==> src/rtl/shared_port_arbiter.sv <==
`default_nettype none
// ============================================================================
// Module   : shared_port_arbiter
// Brief    : Round-robin arbiter sharing one registered valid/ready output
//            port among NUM_REQ burst requesters, with a default idle value.
// Revision : 1.0
// ============================================================================
module shared_port_arbiter #(
    parameter int                   NUM_REQ       = 4,
    parameter int                   IN_WIDTH      = 7,
    parameter int                   OUT_WIDTH     = 8,
    parameter logic [OUT_WIDTH-1:0] DEFAULT_VALUE = 8'h7b,
    parameter int                   MAX_BURST     = 4
) (
    input  logic                          clk,
    input  logic                          rst_n,
    input  logic [NUM_REQ-1:0]            req_valid,
    input  logic [NUM_REQ-1:0]            req_last,
    input  logic [NUM_REQ*IN_WIDTH-1:0]   req_data,
    output logic [NUM_REQ-1:0]            req_ready,
    output logic [NUM_REQ-1:0]            grant,
    output logic                          out_valid,
    output logic [OUT_WIDTH-1:0]          out_data,
    output logic [$clog2(NUM_REQ)-1:0]    out_src,
    input  logic                          out_ready,
    output logic                          busy
);

    localparam int                c_idx_w     = $clog2(NUM_REQ);
    localparam int                c_cnt_w     = 4;
    localparam logic [c_cnt_w-1:0] c_max_burst = c_cnt_w'(MAX_BURST);

    typedef enum logic [0:0] {
        S_IDLE  = 1'b0,
        S_GRANT = 1'b1
    } state_t;

    state_t               r_state;
    logic [c_idx_w-1:0]   r_owner;
    logic [c_idx_w-1:0]   r_rr_ptr;
    logic [c_cnt_w-1:0]   r_burst_cnt;

    logic [c_idx_w:0]     w_cand;
    logic [c_idx_w-1:0]   w_pick;
    logic                 w_any;
    logic [IN_WIDTH-1:0]  w_sel_data;
    logic                 w_sel_valid;
    logic                 w_sel_last;
    logic [OUT_WIDTH-1:0] w_adapt;
    logic                 w_free;
    logic                 w_xfer;
    logic                 w_release;
    logic [c_cnt_w-1:0]   w_cnt_inc;
    logic [c_idx_w-1:0]   w_next_ptr;

    // Circular search starting at r_rr_ptr; first valid index wins.
    always_comb begin
        w_cand = '0;
        w_pick = '0;
        w_any  = 1'b0;
        for (int k = 0; k < NUM_REQ; k++) begin
            w_cand = {1'b0, r_rr_ptr} + (c_idx_w+1)'(k);
            if (w_cand >= (c_idx_w+1)'(NUM_REQ)) begin
                w_cand = w_cand - (c_idx_w+1)'(NUM_REQ);
            end
            if (!w_any && req_valid[w_cand[c_idx_w-1:0]]) begin
                w_any  = 1'b1;
                w_pick = w_cand[c_idx_w-1:0];
            end
        end
    end

    always_comb begin
        w_sel_data  = '0;
        w_sel_valid = 1'b0;
        w_sel_last  = 1'b0;
        for (int i = 0; i < NUM_REQ; i++) begin
            if (r_owner == c_idx_w'(i)) begin
                w_sel_data  = req_data[i*IN_WIDTH +: IN_WIDTH];
                w_sel_valid = req_valid[i];
                w_sel_last  = req_last[i];
            end
        end
    end

    generate
        if (IN_WIDTH < OUT_WIDTH) begin : g_zext
            assign w_adapt = {{(OUT_WIDTH-IN_WIDTH){1'b0}}, w_sel_data};
        end else if (IN_WIDTH > OUT_WIDTH) begin : g_trunc
            assign w_adapt = w_sel_data[OUT_WIDTH-1:0];
        end else begin : g_pass
            assign w_adapt = w_sel_data;
        end
    endgenerate

    // grant is all-zero outside GRANT, so this also forces req_ready low in IDLE.
    assign w_free     = !out_valid || out_ready;
    assign req_ready  = grant & {NUM_REQ{w_free}};
    assign busy       = (r_state == S_GRANT);

    assign w_xfer     = (r_state == S_GRANT) && w_sel_valid && w_free;
    assign w_cnt_inc  = r_burst_cnt + c_cnt_w'(1);
    assign w_release  = (r_state == S_GRANT) &&
                        (!w_sel_valid || (w_xfer && (w_sel_last || (w_cnt_inc == c_max_burst))));
    assign w_next_ptr = (r_owner == c_idx_w'(NUM_REQ-1)) ? '0 : r_owner + c_idx_w'(1);

    always_ff @(posedge clk or negedge rst_n) begin
        if (!rst_n) begin
            r_state     <= S_IDLE;
            r_owner     <= '0;
            r_rr_ptr    <= '0;
            r_burst_cnt <= '0;
            grant       <= '0;
            out_valid   <= 1'b0;
            out_data    <= DEFAULT_VALUE;
            out_src     <= '0;
        end else begin
            // Output register: a new beat may replace an accepted one in the same cycle.
            if (w_xfer) begin
                out_valid <= 1'b1;
                out_data  <= w_adapt;
                out_src   <= r_owner;
            end else if (out_valid && out_ready) begin
                out_valid <= 1'b0;
                out_data  <= DEFAULT_VALUE;
            end

            if (r_state == S_IDLE) begin
                if (w_any) begin
                    r_state     <= S_GRANT;
                    r_owner     <= w_pick;
                    grant       <= NUM_REQ'(1) << w_pick;
                    r_burst_cnt <= '0;
                end
            end else begin
                if (w_release) begin
                    r_state     <= S_IDLE;
                    grant       <= '0;
                    r_rr_ptr    <= w_next_ptr;
                    r_burst_cnt <= '0;
                end else if (w_xfer) begin
                    r_burst_cnt <= w_cnt_inc;
                end
            end
        end
    end

endmodule
`default_nettype wire
==> config.mk <==
export PLATFORM = sky130hd
export DESIGN_NAME = shared_port_arbiter
export DESIGN_NICKNAME = d
export VERILOG_FILES = /design/src/rtl/shared_port_arbiter.sv
export SDC_FILE = /design/constraint.sdc
export NUM_CORES = 1
export LEC_CHECK = 0
export BUFFER_PORTS_ARGS = -buffer_cell sky130_fd_sc_hd__buf_2
export CORE_AREA = 8 8 57 77
export DETAILED_ROUTE_END_ITERATION = 7
export DIE_AREA = 0 0 65 85
export PLACE_DENSITY = 0.78
export SYNTH_ARGS = -nofsm -noshare
export SYNTH_HDL_FRONTEND = slang
export SYNTH_SLANG_ARGS = --single-unit
==> constraint.sdc <==
create_clock -name clk -period 6.33 [get_ports clk]
set_input_delay 0.3165 -clock clk [delete_from_list [all_inputs] [get_ports clk]]
set_output_delay 0.3165 -clock clk [all_outputs]
set_load 0.01 [all_outputs]
==> impl_metrics.py <==
metrics = {
    "outcome": {
        "status": "finished, final reports clean",
    },
    "clock_tree": {
        "clkTransAtPathRegs_ns": 0.09,
        "ctsResizeCount": 0,
        "cts_tree": "done",
        "ctsHtreeMaxLevel": 1,
        "cts_buffers": 3,
        "clock_sinks": 23,
        "clock_path_buffers": 2,
        "post_cts_buffers": 0,
        "cts_root_buf": "clkbuf_8",
        "clk_latency_ns": 0.26,
        "holdBufCountCts": 0,
    },
    "final_layout": {
        "seqCellArea_um2": 583.1,
        "final_cell_area_um2": 1856,
        "final_layout_size_suffix_gt1_share_pct": 35.75,
        "multiInputGateArea_um2": 849.6,
        "area_growth_pct": 22.16,
        "nFillCells": 315,
        "fin_cells": 261,
        "nets": 267,
        "n_antenna_cell": 0,
    },
    "power_and_ir_drop": {
        "p_total_mw": 0.8806,
        "leakage_nw": 0.8790,
        "p_per_area_nw_per_um2": 474.6,
        "peakVddDrop_v": 0.0003575,
    },
    "setup_path": {
        "end_kind": "flop",
        "regToRegSetupSlack_ns": 3.90,
        "crit_required_ns": 6.47,
        "cp_max_fo": 18,
        "path_class": "flop to flop",
        "startpoint_type": "flop",
        "crit_arrival_ns": 2.57,
    },
    "routing": {
        "vias": 1404,
        "viasPerCell": 5.379,
        "ant_nets": 0,
        "firstDrtPassIters": 4,
        "wl_per_cell_um": 14.50,
        "wl_mm": 3.785,
        "drc": 0,
        "drt_first_iter_violations": 57,
    },
    "global_route": {
        "grt_max_degree": 24,
        "grt_pass1_wl_mm": 6.223,
        "antenna_found_initial": 0,
        "grt-ovfl-total": 0,
        "grt_use_total_pct": 13.65,
        "grt_pass1_vias": 1445,
    },
    "floorplan": {
        "num_io_pins": 59,
        "start_util_pct": 46.25,
        "fp.dieH_um": 85,
        "die_width_um": 65,
        "fp-row-count": 25,
        "die_area_um2": 5525,
        "core_area_um2": 3284,
    },
    "timing": {
        "holdWs_ns": 0.01709,
        "setup_viol": 0,
        "fmaxAchievable_mhz": 412.2,
        "period_share_pct": 38.33,
        "period_minus_slack_ns": 2.426,
        "finalMaxSlewViolations": 0,
        "slew_headroom_pct": 56.21,
        "rsz0062_at_grt": "false",
        "tightestPinTransition_ns": 0.6568,
        "hold_violations": 0,
        "clock_skew_ns": 0.008665,
        "fin_setup_tns_ns": 0,
    },
    "synth": {
        "synth-edff-count": 0,
        "ys_types": 42,
        "syn_nets": 212,
        "synthArstFlopShare_pct": 100.0,
        "post_synth_instance_area_um2": 1519,
        "yosys_warnings": 0,
        "syn_avg_cell_area_um2": 9.096,
        "synth_flop_cell": "dfrtp_1",
        "synth-seq-cells": 23,
        "synth_cells": 167,
        "synth-seq-area-share_pct": 38.39,
    },
    "flow_run": {
        "cap_viol_max_count": 0,
    },
    "place": {
        "globalplace.congestion": 0.8425,
        "io_buffers": 57,
        "post_dp_cell_area_um2": 1809,
        "post-dp-hpwl_mm": 3.001,
        "placed_cells": 257,
    },
    "min_path": {
        "min_path_type": "primary input to asynchronous set/reset pin",
    },
}
==> kinds of logic after synthesis <==
kind of cell / synth area share [%]
other: 0.2469
AO/OA/AOI/OAI: 27.10
flip-flops: 38.39
adder cells (fa/ha/maj): 4.942
AND/OR/NAND/NOR: 21.09
XOR/XNOR: 0.5767
multiplexers: 1.977
buffers and inverters: 5.684
==> layer usage <==
metal | vias up | share of wire [%] | GRT usage [%]
li1 | 705 | - | -
met1 | 658 | 42 | 14.88
met2 | 39 | 50 | 24.41
met3 | 2 | 7.7 | 4.348
met4 | 0 | 0.50 | 3.586
met5 | - | 0 | 0
==> worst paths after layout <==
kind	startpoint	to	cells past startpoint
max in group asynchronous	rst_n	out_data[1]	1
worst min register to register	out_src[1]	out_src[1]	2
worst max register to register	r_owner[0]	r_rr_ptr[0]	7
worst max-delay path	r_owner[0]	r_rr_ptr[0]	7
min in group clk	req_data[27]	out_data[6]	3
worst min-delay path	rst_n	grant[1]	1
==> synthesized netlist by cell type, types with 2 or more instances <==
cell        n  area share [%]
nand2_1    24             5.9
dfrtp_1    17              28
a21oi_1    12             4.0
inv_1      11             2.7
o21ai_0    11             3.6
nor2b_1     8             3.3
dfstp_2     6              10
ha_1        6             4.9
nand3b_1    5             2.5
nor3_1      5             1.6
a221oi_1    4             2.3
and2_1      4             1.6
clkbuf_1    4            0.99
o22ai_1     4             1.6
a211oi_2    3             2.5
a2bb2oi_1   3             1.7
nand2b_1    3             1.2
nor2_1      3            0.74
o22a_1      3             1.7
o2bb2ai_1   3             1.7
a221o_1     2             1.3
buf_6       2             1.5
mux2_4      2             2.0
nand3_1     2            0.66
nor3b_1     2            0.99
o21ai_2     2             1.2
==> critical path, stage by stage (launching register included) <==
cell and delay (ns):
dfrtp_1 0.43, inv_1 0.11, ha_1 0.50, nor2b_1 0.19, o21ai_0 0.09, a211oi_2 0.52, a21oi_4 0.16, mux2_4 0.32
==> where the power goes <==
group / total, mW / leakage (nW) / internal [mW] / switching (mW)
registers: 0.266 / 0.282 / 0.219 / 0.0463
logic: 0.525 / 0.571 / 0.231 / 0.294
clock network: 0.0903 / 0.0255 / 0.0439 / 0.0464
total: 0.881 / 0.879 / 0.494 / 0.387
==> flip-flops by register name, indices dropped and copies added, names as in the netlist <==
register / count
r_owner: 2
grant: 4
out_valid: 1
busy: 1
out_data: 7
r_rr_ptr: 2
r_burst_cnt: 4
out_src: 2
==> cell type report <==
| class | count | share of cell area [%] |
|---|---|---|
| Tap cell | 40 | 2.697 |
| Timing Repair Buffer | 57 | 15.37 |
| Multi-Input combinational cell | 126 | 45.79 |
| Sequential cell | 23 | 31.42 |
| Clock inverter | 1 | 0.2697 |
| Inverter | 11 | 2.225 |
| Clock buffer | 3 | 2.225 |
==> placed cells by master (no fill, tap or decap), drive strengths merged, types with 4 or more instances in the layout <==
cell / synthesis / routed
buf: 3 / 57
nand2: 24 / 24
dfrtp: 17 / 17
o21ai: 14 / 14
a21oi: 13 / 13
inv: 11 / 11
nor2b: 8 / 8
ha: 6 / 6
dfstp: 6 / 6
nor3: 6 / 6
nand3b: 5 / 5
and2: 4 / 4
o22ai: 4 / 4
a221oi: 4 / 4
a211oi: 4 / 4
==> per-stage QoR <==
step / util (%) / worst slack (ns)
floorplan: - / 4.325
global placement: 55.09 / 4.003
detailed placement: 55.09 / 3.944
CTS: 56.50 / 3.901
global route: 56.50 / 3.726
finish: 56.50 / 3.904
Note: power is estimated with default switching activity, not from simulation.
